--- config.mk ---
export PLATFORM = sky130hd
export DESIGN_NAME = soc_bus_arb
export DESIGN_NICKNAME = d
export VERILOG_FILES = /design/src/rtl/soc_bus_arb.sv
export SDC_FILE = /design/constraint.sdc
export NUM_CORES = 1
export LEC_CHECK = 0
export CAP_MARGIN = 5
export CORE_ASPECT_RATIO = 0.5
export CORE_MARGIN = 10
export CORE_UTILIZATION = 37
export DETAILED_ROUTE_END_ITERATION = 8
export GPL_TIMING_DRIVEN = 0
export HOLD_SLACK_MARGIN = 0.1
export PLACE_DENSITY = 0.79
export SLEW_MARGIN = 25
export SYNTH_ARGS = -nofsm -noshare
export SYNTH_HDL_FRONTEND = slang
export SYNTH_SLANG_ARGS = --single-unit
export TNS_END_PERCENT = 10
--- constraint.sdc ---
create_clock -name clk -period 1.82 [get_ports clk]
set_input_delay 0.364 -clock clk [delete_from_list [all_inputs] [get_ports clk]]
set_output_delay 0.364 -clock clk [all_outputs]
set_load 0.005 [all_outputs]
--- src/rtl/soc_bus_arb.sv ---
// Two-master round-robin arbiter in front of a single CSR slave.
// One transaction is outstanding at a time; a stalled slave is cut off after TIMEOUT cycles.
module soc_bus_arb #(
    parameter int AW      = 11,
    parameter int TIMEOUT = 64
) (
    input  logic          clk,
    input  logic          rst,
    input  logic          m0_vld,
    input  logic [3:0]    m0_we,
    input  logic [AW-1:0] m0_addr,
    input  logic [31:0]   m0_wdat,
    output logic          m0_rdy,
    output logic [31:0]   m0_rdat,
    input  logic          m1_vld,
    input  logic [3:0]    m1_we,
    input  logic [AW-1:0] m1_addr,
    input  logic [31:0]   m1_wdat,
    output logic          m1_rdy,
    output logic [31:0]   m1_rdat,
    output logic          s_vld,
    output logic [3:0]    s_we,
    output logic [AW-1:0] s_addr,
    output logic [31:0]   s_wdat,
    input  logic          s_rdy,
    input  logic [31:0]   s_rdat,
    output logic          to_err,
    input  logic          to_clr
);

    localparam int CW = (TIMEOUT > 2) ? $clog2(TIMEOUT) : 1;
    localparam logic [CW-1:0] CNT_LAST = CW'(TIMEOUT - 1);

    localparam logic [1:0] ST_IDLE = 2'd0;
    localparam logic [1:0] ST_REQ  = 2'd1;
    localparam logic [1:0] ST_DONE = 2'd2;

    logic [1:0]    state_q, state_d;
    logic          gnt_q, gnt_d;
    logic          last_gnt_q, last_gnt_d;
    logic [CW-1:0] cnt_q, cnt_d;
    logic          s_vld_q, s_vld_d;
    logic [3:0]    s_we_q, s_we_d;
    logic [AW-1:0] s_addr_q, s_addr_d;
    logic [31:0]   s_wdat_q, s_wdat_d;
    logic [31:0]   rdat_q, rdat_d;
    logic          to_err_q, to_err_d;
    logic          winner;
    logic          set_err;

    // On a tie the master that did not win last time gets the bus.
    always_comb begin
        if (m0_vld && m1_vld) begin
            winner = ~last_gnt_q;
        end else begin
            winner = m1_vld;
        end
    end

    always_comb begin
        state_d    = state_q;
        gnt_d      = gnt_q;
        last_gnt_d = last_gnt_q;
        cnt_d      = cnt_q;
        s_vld_d    = s_vld_q;
        s_we_d     = s_we_q;
        s_addr_d   = s_addr_q;
        s_wdat_d   = s_wdat_q;
        rdat_d     = rdat_q;
        set_err    = 1'b0;

        case (state_q)
            ST_IDLE: begin
                if (m0_vld || m1_vld) begin
                    gnt_d    = winner;
                    s_we_d   = winner ? m1_we   : m0_we;
                    s_addr_d = winner ? m1_addr : m0_addr;
                    s_wdat_d = winner ? m1_wdat : m0_wdat;
                    s_vld_d  = 1'b1;
                    cnt_d    = '0;
                    state_d  = ST_REQ;
                end
            end
            ST_REQ: begin
                // A slave answer on the final allowed cycle still counts as a normal completion.
                if (s_rdy) begin
                    rdat_d  = (s_we_q == 4'h0) ? s_rdat : 32'h0;
                    s_vld_d = 1'b0;
                    state_d = ST_DONE;
                end else if (cnt_q == CNT_LAST) begin
                    rdat_d  = 32'hDEAD_BEEF;
                    set_err = 1'b1;
                    s_vld_d = 1'b0;
                    state_d = ST_DONE;
                end else begin
                    cnt_d = cnt_q + CW'(1);
                end
            end
            ST_DONE: begin
                last_gnt_d = gnt_q;
                state_d    = ST_IDLE;
            end
            default: begin
                state_d = ST_IDLE;
            end
        endcase

        if (set_err) begin
            to_err_d = 1'b1;
        end else if (to_clr) begin
            to_err_d = 1'b0;
        end else begin
            to_err_d = to_err_q;
        end
    end

    always_ff @(posedge clk) begin
        if (rst) begin
            state_q    <= ST_IDLE;
            gnt_q      <= 1'b0;
            last_gnt_q <= 1'b1;
            cnt_q      <= '0;
            s_vld_q    <= 1'b0;
            s_we_q     <= 4'h0;
            s_addr_q   <= '0;
            s_wdat_q   <= 32'h0;
            rdat_q     <= 32'h0;
            to_err_q   <= 1'b0;
        end else begin
            state_q    <= state_d;
            gnt_q      <= gnt_d;
            last_gnt_q <= last_gnt_d;
            cnt_q      <= cnt_d;
            s_vld_q    <= s_vld_d;
            s_we_q     <= s_we_d;
            s_addr_q   <= s_addr_d;
            s_wdat_q   <= s_wdat_d;
            rdat_q     <= rdat_d;
            to_err_q   <= to_err_d;
        end
    end

    // The completion pulse lives exactly in DONE; the other master sees zeros.
    assign m0_rdy  = (state_q == ST_DONE) && !gnt_q;
    assign m1_rdy  = (state_q == ST_DONE) &&  gnt_q;
    assign m0_rdat = m0_rdy ? rdat_q : 32'h0;
    assign m1_rdat = m1_rdy ? rdat_q : 32'h0;

    assign s_vld  = s_vld_q;
    assign s_we   = s_we_q;
    assign s_addr = s_addr_q;
    assign s_wdat = s_wdat_q;
    assign to_err = to_err_q;

endmodule
Word-level counts from Yosys, hierarchy flattened
Cells that the tools add are included.
- bitwise gates (word level): 1
- $add $sub $neg: 1
- reduce and logical (&&, ||, !) cells: 15
- mux-type cells: 26
- equality and inequality tests: 7
- operators by type and width (operator ; count):
    $mux W32 ; 6
    $mux W6 ; 3
    $pmux W6 S2 ; 1
    $mux W11 ; 1
    $mux W1 ; 9
    $add A6 B1 Y6 const B ; 1
    $eq A6 B6 Y1 const B ; 1
    $mux W2 ; 3
    $ne A2 B2 Y1 const B ; 3
    $reduce_and A2 Y1 ; 3
    $reduce_bool A2 Y1 ; 3
    $logic_not A4 Y1 ; 1
    $mux W4 ; 1
    $pmux W2 S2 ; 1
    $reduce_and A4 Y1 ; 1
    $logic_and A1 B1 Y1 ; 3
    $ne A3 B3 Y1 const B ; 1
    $reduce_and A3 Y1 ; 1
    $eq A2 B1 Y1 const B ; 1
    $eq A2 B2 Y1 const B ; 1
    $logic_not A2 Y1 ; 1
    $pmux W1 S2 ; 1
    $logic_not A1 Y1 ; 1
    $logic_or A1 B1 Y1 ; 1
    $not A1 Y1 ; 1
- register bits: 91
- input port bits: 132
- output and inout port bits: 115
- word-level logic and storage cells: 60

Depth between registers and ports, before layout
- word-level depth: 5
- mapped depth: 6
- gate-level depth less buffers: 5

Worst setup path before layout
OpenSTA, ideal clock, no wires.
- kind: register -> register
- from: reg cnt_q[0]
- to: reg rdat_q[25]
- stages on the path, launching flop included: 7
- period minus slack after synthesis: 1.601 ns
- arrival time: 1.530 ns
- path slack: 0.219 ns
- path through: dfxtp_1 > ha_1 > nand4_1 > nor2_1 > o31ai_2 > clkbuf_1 > o2bb2ai_1
- cells in the longest elaborated chain, start to end: 3
- RTL lines (what ; RTL line ; text):
    from (decl) ; 41 ; logic [CW-1:0] cnt_q, cnt_d;
    from (signal assigned) ; 133 ; cnt_q <= cnt_d;
    $eq A6 B6 Y1 ; 90 ; end else if (cnt_q == CNT_LAST) begin
    $reduce_bool A2 Y1 (no source line) ; - ;
    $reduce_and A2 Y1 (no source line) ; - ;
    to (signal assigned) ; 138 ; rdat_q <= rdat_d;
    to (decl) ; 46 ; logic [31:0] rdat_q, rdat_d;
Every way passes these cells.
A chain may end at the register's enable or synchronous reset.

Worst setup path after layout
- from: reg state_q[1]
- to: out m0_rdat[22]
- cells in the longest elaborated chain, start to end: 3
- RTL lines (what ; RTL line ; text):
    from (decl) ; 38 ; logic [1:0] state_q, state_d;
    from (signal assigned) ; 130 ; state_q <= state_d;
    $eq A2 B2 Y1 ; 144 ; assign m0_rdy = (state_q == ST_DONE) && !gnt_q;
    $logic_and A1 B1 Y1 ; 144 ;
    $mux W32 ; 146 ; assign m0_rdat = m0_rdy ? rdat_q : 32'h0;
    to (decl) ; 14 ; output logic [31:0] m0_rdat,
Every way passes these cells.

==> results.toml <==
[cells_and_area]
seqCellArea_sq_um = 1830
area_growth_pct = 79.1
fin_nets = 859
antennaDiodeCount = 0
fin_area_sq_um = 7570
fill_cells = 914
multi_input_area_sq_um = 2410
drive_gt1_frac = 0.264

[setup_path]
setup.worst_path.start_class = "register"
critPathRequiredTime_ns = 1.46
reg2reg_from = "cnt_q[1]"
critical_path_class = "register to primary output"
cp_max_fo = 8
startpoint = "state_q[1]"
arrival_ns = 1.66
setup.worst_path.end_class = "primary output"

[pwr]
leakagePower_nw = 3.07
swShare = 0.255
intPower_mw = 4.09
p_per_area_nw_per_um2 = 725
peakVddDrop_v = 0.000596
combPwrFrac = 0.231
power.switching_mw = 1.40
p_clk_frac = 0.360
seq_power_share = 0.409

[synth]
syn_nets = 588
synth_top_area_cell = "dfxtp_1"
yosysWarnings = 0
synth.avg_cell_area_sq_um = 9.30
ys_ff_latch = 91
synth-edff-count = 0
synth_area_leaders = "dfxtp_1 (43%), mux2i_1 (11%), and2_1 (9.9%)"
syn_inst = 455
netlist_area_sq_um = 4230
synthArstFlopShare = 0
synth_seq_area_share = 0.431
ys_types = 37
yosysTopAreaCellShare = 0.431
synth-main-ff-cell = "dfxtp_1"

[timing]
finalHoldViolations = 0
final-max-slew-violation-count = 0
setup_viol = 67
setup_tns_ns = -8.25
grt_setup_unrepaired = "true"
fin_crit_sh = 1.11
worst_pin_slew_ns = 0.712
slew_headroom = 0.525
fmax_mhz = 493
finalCriticalPeriod_ns = 2.03
fin_ws_ns = -0.209
finClkSkew_ns = 0.00604

[global_routing]
grt_pass1_wl_mm = 25.2
grt_max_degree = 16
grt-ovfl-total = 0
antenna_found_initial = 0
grt_pass1_vias = 4523
gr-usage-all-layers = 0.195

[status]
violations = "setup timing"
status = "finished with violations"

[cts]
clk_pin_slew_ns = 0.06
cts_buffers = 9
cts_buffer_depth = 2
cts_hold_buf = 0
cts_sinks = 91
cts_max_level = 3
cts_tree = "yes"
clock_latency_ns = 0.34
cts_root_buf = "clkbuf_16"

[die]
rows = 27
die_w_um = 171
die_h_um = 95.6
fp.coreArea_sq_um = 11100
initial_core_util = 0.382
die_area_sq_um = 16400
ios = 247

[route]
highest_layer = "met4"
wl_met2_mm = 9.14
vias = 4477
drt_iter0_markers = 202
met3_wirelength_mm = 1.11
antenna_left = 0
drt-wirelength-per-cell_um = 19.3
viasPerCell = 5.11
finalWirelength_mm = 16.9
met1_length_mm = 6.38
first_pass_iters = 4
drc_errors = 0

[place]
dpl.hpwl_mm = 12.9
place.port_buffers = 246
dp_slack_ns = -0.685
place_congestion = 0.835
placed_cell_area_sq_um = 6870

[worst_hold_path]
hold_start = "s_vld"
hp-class = "register to register"

[run]
drv_cap = 0
-- worst max-delay path: stages, from the launching register on --
cell     delay (ns)
dfxtp_2        0.33
or2b_4         0.30
nor2_4         0.12
buf_12         0.15
buf_12         0.11
buf_8          0.10
and2_4         0.14
buf_6          0.09
-- layout make-up --
class | instances | share of cell area
clock inverters | 7 | 0.0122
flip-flops and latches | 91 | 0.241
inverters | 5 | 0.00248
plain buffers | 41 | 0.0408
multi-input cells | 318 | 0.318
repair buffers | 260 | 0.332
clock buffers | 9 | 0.0297
well taps | 145 | 0.0240
-- path summary, 6_finish.rpt --
kind,end,slack (ns),cells past startpoint
setup / recovery,m0_rdat[22],-0.21,7
hold reg to reg,s_vld,0.48,1
hold / removal,s_vld,0.48,1
setup reg to reg,rdat_q[24],0.07,6
-- flip-flops by register name, summed over array words and instances, names as in the netlist --
name and count:
rdat_q 32, s_wdat 32, s_addr 11, cnt_q 6
s_we 4, state_q 2, gnt_q 1, last_gnt_q 1
s_vld 1, to_err 1
-- cell usage after synthesis (2+ instances only) --
cell and n:
dfxtp_1 91, and2_1 67, nor2_1 58, a211oi_1 47, mux2i_1 47, a21oi_1 28, o2bb2ai_1 24, clkbuf_1 20
buf_2 17, a22o_1 9, inv_1 5, nand2_1 5, o21ai_0 4, o311ai_0 4, o41ai_1 3, and3_1 2
buf_4 2, nand3_1 2, nor3_1 2
-- cell usage in the layout (no fill, tap or decap), types with 2 or more instances in the layout --
master	synthesis	final
a211oi_1	47	28
a211oi_2	0	19
a21oi_1	28	28
a22o_1	9	9
and2_1	67	40
and2_4	0	27
and3_1	2	2
buf_12	0	3
buf_2	17	45
buf_4	2	12
buf_6	1	33
buf_8	0	9
bufinv_16	0	2
clkbuf_1	20	8
clkbuf_16	0	10
clkbuf_2	0	5
clkbuf_8	0	2
clkdlybuf4s50_1	0	179
clkinv_2	0	3
clkinv_4	0	2
dfxtp_1	91	88
dfxtp_2	0	2
inv_1	5	5
mux2i_1	47	47
nand2_1	5	5
nand3_1	2	2
nor2_1	58	55
nor2_4	0	2
nor3_1	2	2
o21ai_0	4	4
o2bb2ai_1	24	24
o311ai_0	4	4
o41ai_2	0	2
-- cells by family (layout without fill, tap and decap cells) --
family / count (synthesis) / in the layout / share of synthesized area
AND/OR/NAND/NOR: 146 / 146 / 0.185
AO/OA/AOI/OAI: 124 / 124 / 0.219
flip-flops: 91 / 91 / 0.431
multiplexers: 47 / 47 / 0.111
buffers and inverters: 46 / 322 / 0.0515
adder cells (fa/ha/maj): 1 / 1 / 0.00296
-- power by group through the flow --
stage          Combinational, mW  Sequential, mW  Clock [mW]
6_report                    1.27            2.24        1.98
5_1_grt                     1.37            2.26        2.10
4_1_cts                     1.21            2.24        2.02
3_5_place_dp                1.16            2.28           0
3_3_place_gp                1.15            2.28           0
2_1_floorplan              0.457            2.28           0
-- through the flow --
stage	std cells	hold WS, ns	power, mW	util
2_1_floorplan	455	0.438	2.74	-
6_report	876	0.485	5.49	0.684
3_3_place_gp	846	0.458	3.42	0.620
5_1_grt	876	0.509	5.74	0.684
4_1_cts	874	0.483	5.47	0.654
3_5_place_dp	846	0.461	3.44	0.620
-- per-layer routing --
metal | vias up | global-route usage
li1 | 2172 | -
met1 | 2140 | 0.208
met2 | 145 | 0.379
met3 | 20 | 0.0519
met4 | 0 | 0.0474
met5 | - | 0
-- timing repair --
action	CTS	global route
setup buffers	7	1
pin swaps	20	3
endpoints found under the setup margin	118	152
cloned	5	1
resized for setup	313	98
Note: power is estimated with default switching activity, not from simulation.
